`config.mk`:
```
export PLATFORM = sky130hd
export DESIGN_NAME = binary_mul_acc_uni
export DESIGN_NICKNAME = d
export VERILOG_FILES = /design/src/rtl/binary_mul_pkg.sv /design/src/rtl/binary_mul_valid_dly.sv /design/src/rtl/binary_mul_acc_uni.sv
export SDC_FILE = /design/constraint.sdc
export NUM_CORES = 1
export LEC_CHECK = 0
export ABC_AREA = 1
export CAP_MARGIN = 20
export CORE_MARGIN = 2
export CORE_UTILIZATION = 55
export CTS_CLUSTER_DIAMETER = 100
export DETAILED_ROUTE_END_ITERATION = 12
export PLACE_DENSITY = 0.85
export SYNTH_ARGS = -nofsm -noshare
export SYNTH_HDL_FRONTEND = slang
export SYNTH_SLANG_ARGS = --single-unit
```
`constraint.sdc`:
```
create_clock -name clk -period 4.8 [get_ports clk]
set_input_delay 0.72 -clock clk [delete_from_list [all_inputs] [get_ports clk]]
set_output_delay 0.72 -clock clk [all_outputs]
set_load 0.01 [all_outputs]
```
`src/rtl/binary_mul_pkg.sv`:
```
// -----------------------------------------------------------------------------
// binary_mul_pkg
// Shared definitions for the 4x4 unsigned multiplier and its downstream
// multiply-accumulate consumer: batch FSM encoding, default widths, and the
// multiplier pipeline latency used by both the RTL and the benches.
// -----------------------------------------------------------------------------
package binary_mul_pkg;

  // Pipeline depth of the upstream multiplier, in en-qualified clk cycles.
  localparam int MUL_LATENCY = 5;

  // Default datapath widths.
  localparam int DEF_P_W     = 8;   // 4x4 unsigned product
  localparam int DEF_ACC_W   = 12;  // batch sum
  localparam int DEF_N_TERMS = 16;  // products per batch

  // Batch controller states.
  //   ST_ACC   : issuing open, products being accumulated
  //   ST_DRAIN : all operands issued, waiting for in-flight products
  //   ST_DONE  : sum complete, presented on the output handshake
  typedef enum logic [1:0] {
    ST_ACC   = 2'd0,
    ST_DRAIN = 2'd1,
    ST_DONE  = 2'd2
  } acc_state_e;

endpackage

```
`src/rtl/binary_mul_valid_dly.sv`:
```
// -----------------------------------------------------------------------------
// binary_mul_valid_dly
// LATENCY-deep tag line that runs in lock-step with the multiplier pipeline.
// A 1 enters when an operand pair is accepted; the line only shifts when en=1
// so it freezes together with a stalled multiplier. tag_out is the last tap:
// when it is 1 and en=1, the product on P belongs to an accepted issue.
// -----------------------------------------------------------------------------
module binary_mul_valid_dly
  import binary_mul_pkg::*;
#(
  parameter int LATENCY = MUL_LATENCY
) (
  input  logic clk,
  input  logic rst,
  input  logic en,
  input  logic tag_in,
  output logic tag_out
);

  logic [LATENCY-1:0] tags;

  if (LATENCY == 1) begin : g_single
    // Single-stage line: capture the accepted-issue flag on each enabled edge.
    always_ff @(posedge clk) begin
      // NOTE: the tag line is cleared on reset even though it looks like a
      // plain delay line -- stale 1s here would be counted as real products.
      if (rst) begin
        tags <= '0;
      end else if (en) begin
        tags <= tag_in;
      end
    end
  end else begin : g_multi
    // Multi-stage line: shift toward the output tap on each enabled edge.
    always_ff @(posedge clk) begin
      // NOTE: non-blocking assignment so every stage samples the pre-edge
      // value of its neighbour; blocking here would collapse the line.
      if (rst) begin
        tags <= '0;
      end else if (en) begin
        tags <= {tags[LATENCY-2:0], tag_in};
      end
    end
  end

  assign tag_out = tags[LATENCY-1];

endmodule

```
`src/rtl/binary_mul_acc_uni.sv`:
```
// -----------------------------------------------------------------------------
// binary_mul_acc_uni
// Downstream consumer of the 4x4 unsigned pipelined multiplier. Tags each
// accepted operand pair, accumulates N_TERMS products into one batch sum and
// presents the sum on a valid/ready handshake. in_ready throttles issue so a
// batch never issues more than N_TERMS operand pairs.
//
// Build option:
//   ACC_SAT_EN  defined   : on carry-out the sum clamps to 2^ACC_W-1 and stays
//                           there for the rest of the batch; ovf still sets.
//               undefined : the sum wraps mod 2^ACC_W; ovf flags the wrap.
// -----------------------------------------------------------------------------
module binary_mul_acc_uni
  import binary_mul_pkg::*;
#(
  parameter int P_W     = DEF_P_W,
  parameter int ACC_W   = DEF_ACC_W,
  parameter int N_TERMS = DEF_N_TERMS,
  parameter int LATENCY = MUL_LATENCY
) (
  input  logic             clk,
  input  logic             rst,
  input  logic             en,
  input  logic             issue,
  output logic             in_ready,
  input  logic [P_W-1:0]   P,
  output logic [ACC_W-1:0] acc_out,
  output logic             out_valid,
  input  logic             out_ready,
  output logic             ovf
);

  // Counters must be able to hold N_TERMS itself.
  localparam int             CNT_W = $clog2(N_TERMS + 1);
  localparam logic [CNT_W-1:0] N_MAX = CNT_W'(N_TERMS);
  localparam logic [CNT_W-1:0] ONE   = CNT_W'(1);

  acc_state_e       state, state_nxt;
  logic [CNT_W-1:0] iss_cnt, iss_nxt;
  logic [CNT_W-1:0] rcv_cnt, rcv_nxt;
  logic [ACC_W-1:0] acc_q, acc_nxt;
  logic             ovf_q, ovf_nxt;

  logic             accept;
  logic             tag_tap;
  logic             capture;
  logic [ACC_W:0]   sum_ext;
  logic [ACC_W:0]   p_ext;

  // ---------------------------------------------------------------------------
  // Handshake qualifiers
  // ---------------------------------------------------------------------------
  assign in_ready  = (state == ST_ACC) && (iss_cnt < N_MAX);
  assign accept    = issue & en & in_ready;
  // A sum on display is frozen: nothing can be captured while in ST_DONE.
  assign capture   = tag_tap & en & (state != ST_DONE);
  assign out_valid = (state == ST_DONE);
  assign acc_out   = acc_q;
  assign ovf       = ovf_q;

  // Zero-extended product and the carry-out-capable sum.
  assign p_ext   = {{(ACC_W + 1 - P_W){1'b0}}, P};
  assign sum_ext = {1'b0, acc_q} + p_ext;

  // ---------------------------------------------------------------------------
  // Tag line tracking accepted issues through the multiplier latency
  // ---------------------------------------------------------------------------
  binary_mul_valid_dly #(
    .LATENCY (LATENCY)
  ) u_valid_dly (
    .clk     (clk),
    .rst     (rst),
    .en      (en),
    .tag_in  (accept),
    .tag_out (tag_tap)
  );

  // Next-state, counter and accumulator update logic.
  always_comb begin
    // NOTE: every output of this block gets a default first so no path
    // through the case/if tree leaves a value unassigned (no latches).
    state_nxt = state;
    iss_nxt   = iss_cnt;
    rcv_nxt   = rcv_cnt;
    acc_nxt   = acc_q;
    ovf_nxt   = ovf_q;

    if (accept) begin
      iss_nxt = iss_cnt + ONE;
    end

    if (capture) begin
      rcv_nxt = rcv_cnt + ONE;
      if (sum_ext[ACC_W]) begin
        ovf_nxt = 1'b1;
`ifdef ACC_SAT_EN
        // Clamp; a clamped sum plus any non-zero product carries again, so
        // the value stays pinned at full scale for the rest of the batch.
        acc_nxt = '1;
`else
        acc_nxt = sum_ext[ACC_W-1:0];
`endif
      end else begin
        acc_nxt = sum_ext[ACC_W-1:0];
      end
    end

    unique case (state)
      ST_ACC: begin
        if (iss_nxt == N_MAX) begin
          // The last capture may coincide with the last issue: skip DRAIN.
          state_nxt = (rcv_nxt == N_MAX) ? ST_DONE : ST_DRAIN;
        end
      end
      ST_DRAIN: begin
        if (rcv_nxt == N_MAX) begin
          state_nxt = ST_DONE;
        end
      end
      ST_DONE: begin
        // out_valid is 1 here, so out_ready alone completes the handshake.
        if (out_ready) begin
          state_nxt = ST_ACC;
          iss_nxt   = '0;
          rcv_nxt   = '0;
          acc_nxt   = '0;
          ovf_nxt   = 1'b0;
        end
      end
      default: begin
        state_nxt = ST_ACC;
      end
    endcase
  end

  // State, counter and accumulator registers; reset wins over every event.
  always_ff @(posedge clk) begin
    if (rst) begin
      state   <= ST_ACC;
      iss_cnt <= '0;
      rcv_cnt <= '0;
      acc_q   <= '0;
      ovf_q   <= 1'b0;
    end else begin
      state   <= state_nxt;
      iss_cnt <= iss_nxt;
      rcv_cnt <= rcv_nxt;
      acc_q   <= acc_nxt;
      ovf_q   <= ovf_nxt;
    end
  end

endmodule

```
==> flow_metrics.tcl <==
set metrics [dict create \
    synthArstFlopShare 0 \
    finalClockSkew_ns 0.00390 \
    syn_nets 284 \
    finish.utilization 0.695 \
    io_pins 28 \
    synth_warnings 0 \
    core_um2 3050 \
    cp_num_buf_inv 2 \
    clk_pin_slew_ns 0.09 \
    wl_per_cell_um 10.7 \
    worst_slew_pin_slew_ns 0.544 \
    clock-root-buffer "clkbuf_4" \
    timing.final.crit_share 0.476 \
    start_util 0.575 \
    cp_slowest_cell "clkdlybuf4s50_1" \
    outcome "finished, final reports clean" \
    nNetsFinal 314 \
    first_global_vias 1584 \
    power.density_nw_per_um2 253 \
    nFillCells 268 \
    clk_latency_ns 0.33 \
    irDropWorstVdd_mv 0.185 \
    die_x_um 60.5 \
    portBuffers 27 \
    vias 1724 \
    arrival_ns 1.57 \
    worstPathRequired_ns 4.08 \
    track_usage 0.233 \
    cts_resized 0 \
    cp_top_family "buffers and inverters" \
    cp_max_fo 4 \
    crit_type "reg -> out" \
    slew_headroom 0.635 \
    post_cts_buffers 0 \
    core.rowCount 20 \
    avgSynthCellArea_um2 6.76 \
    antenna_found_initial 0 \
    cpPeakStageDelay_ns 0.57 \
    worstSetupStartpointType "flop" \
    final_common_cell "nand2_1" \
    fin_crit_ns 2.29 \
    fmax_ghz 0.438 \
    setup_viol 0 \
    rsz0062_at_grt "false" \
    finalWeightedCongestion 0.877 \
    grt_pass1_wl_mm 6.44 \
    syn_to_final_growth_pct 20.8 \
    cellLeakagePower_nw 1.01 \
    drtIter0Drc 98 \
    chipHeight_um 60.5 \
    maxSlewViolCount 0 \
    final_cell_mix "nand2_1 (56), nor2_1 (41), inv_1 (32)" \
    die-area_um2 3660 \
    cap_violations 0 \
    cts-buffers-inserted 5 \
    synth-edff-count 0 \
    syn_area_um2 1760 \
    ys_dominant_reg_cell "dfxtp_1" \
    drc_errors 0 \
    dp_hpwl_mm 2.71 \
    ant_nets 0 \
    grt_overflow 0 \
    synth.yosys.seq_area_share 0.342 \
    grt_max_degree 25 \
    post_synth_num_cell_types 34 \
    htree_levels 2 \
    ys_ff_latch 30 \
    holdBufCountCts 0 \
    tns_ns 0 \
    drt_first_pass_iters 4 \
    drive_above_1_share 0.0687 \
    n_antenna_cell 0 \
    cts_tree "done" \
    syn_inst 260 \
    cts.sinks 30 \
    vias_per_cell 5.15 \
    worst_setup_path_end_kind "output port" \
    hold_violations 0 \
    drt-total-wl_mm 3.59 \
    clockBufferDepth 2 \
    hp-class "reg -> reg" \
    timing.critical_path.cells "inv_1, nor2_1, clkdlybuf4s50_1" \
]
[area by class of cell]
type / count / area (µm²) / area share
tap: 44 / 55.1 / 0.0259
clock inverter: 1 / 5.00 / 0.00236
timing repair buffer: 28 / 278 / 0.131
inverter: 35 / 138 / 0.0649
sequential: 30 / 601 / 0.283
multi-input combinational: 190 / 991 / 0.467
clock buffer: 7 / 55.1 / 0.0259
[cells by family (layout without fill, tap and decap cells)]
kind of cell             after synthesis  in the layout  synth area share
AND/OR/NAND/NOR                      139            139             0.346
buffers and inverters                 40             71            0.0940
AO/OA/AOI/OAI                         37             37             0.120
flip-flops                            30             30             0.342
adder cells (fa/ha/maj)               11             11            0.0826
XOR/XNOR                               3              3            0.0150
[cells in the mapped netlist, drive strengths merged (2+ instances only)]
master | n | area share
nand2 | 59 | 0.13
or2 | 2 | 0.0071
nor3 | 2 | 0.0057
nor2 | 42 | 0.091
a31oi | 2 | 0.0071
nand4 | 10 | 0.036
nand3 | 22 | 0.066
clkinv | 2 | 0.0078
ha | 10 | 0.071
a21oi | 20 | 0.059
inv | 33 | 0.071
buf | 3 | 0.011
dfxtp | 30 | 0.34
o21ai | 9 | 0.028
o211ai | 2 | 0.0085
xor2 | 3 | 0.015
clkbuf | 2 | 0.0043
[power by group]
group / internal (W) / leakage (nW) / switching, W / total, W
clock network: 0.0000709 / 0.0353 / 0.0000876 / 0.000159
registers: 0.000260 / 0.244 / 0.00000997 / 0.000270
logic: 0.0000471 / 0.728 / 0.0000605 / 0.000108
total: 0.000378 / 1.01 / 0.000158 / 0.000537
[registers in the layout, summed over array words and instances, names as in the netlist]
name / cells
acc_out: 12
iss_cnt: 5
rcv_cnt: 5
u_valid_dly.tags: 5
state: 2
ovf: 1
[metrics by stage]
stage / instance area (µm²) / total power (W) / worst slack, ns / cells / hold WS [ns]
floorplan: 1760 / 0.000346 / 2.73 / 260 / 0.438
global route: 2120 / 0.000569 / 2.35 / 335 / 0.498
finish: 2120 / 0.000537 / 2.51 / 335 / 0.456
CTS: 2120 / 0.000541 / 2.50 / 335 / 0.463
detailed placement: 2060 / 0.000382 / 2.20 / 327 / 0.448
global placement: 2060 / 0.000381 / 2.24 / 327 / 0.443
[routing by layer]
layer / wire (µm) / vias up / GRT usage / share of wire
met5: 0 / - / 0 / 0
met4: 41 / 0 / 0.0807 / 0.011
met3: 155 / 7 / 0.0576 / 0.043
met2: 1730 / 36 / 0.416 / 0.48
met1: 1660 / 772 / 0.271 / 0.46
li1: - / 909 / - / -
[path summary, 6_finish.rpt]
check,startpoint,end,slack (ns),cells after the start
worst max-delay path,state[1]$_SDFFE_PP0P_,out_valid,2.51,3
worst min-delay path,ovf$_SDFF_PP0_,ovf$_SDFF_PP0_,0.46,2
worst max register to register,acc_out[0]$_SDFF_PP0_,acc_out[6]$_SDFF_PP0_,3.00,11
worst min register to register,ovf$_SDFF_PP0_,ovf$_SDFF_PP0_,0.46,2
[worst min-delay path, delay by kind of cell (launching register included)]
| family | cells | cell delay [ns] |
|---|---|---|
| buffers and inverters | 1 | 0.05 |
| AO/OA/AOI/OAI | 1 | 0.05 |
| flip-flops | 1 | 0.32 |
No activity file was read; power rests on OpenSTA's default activity.
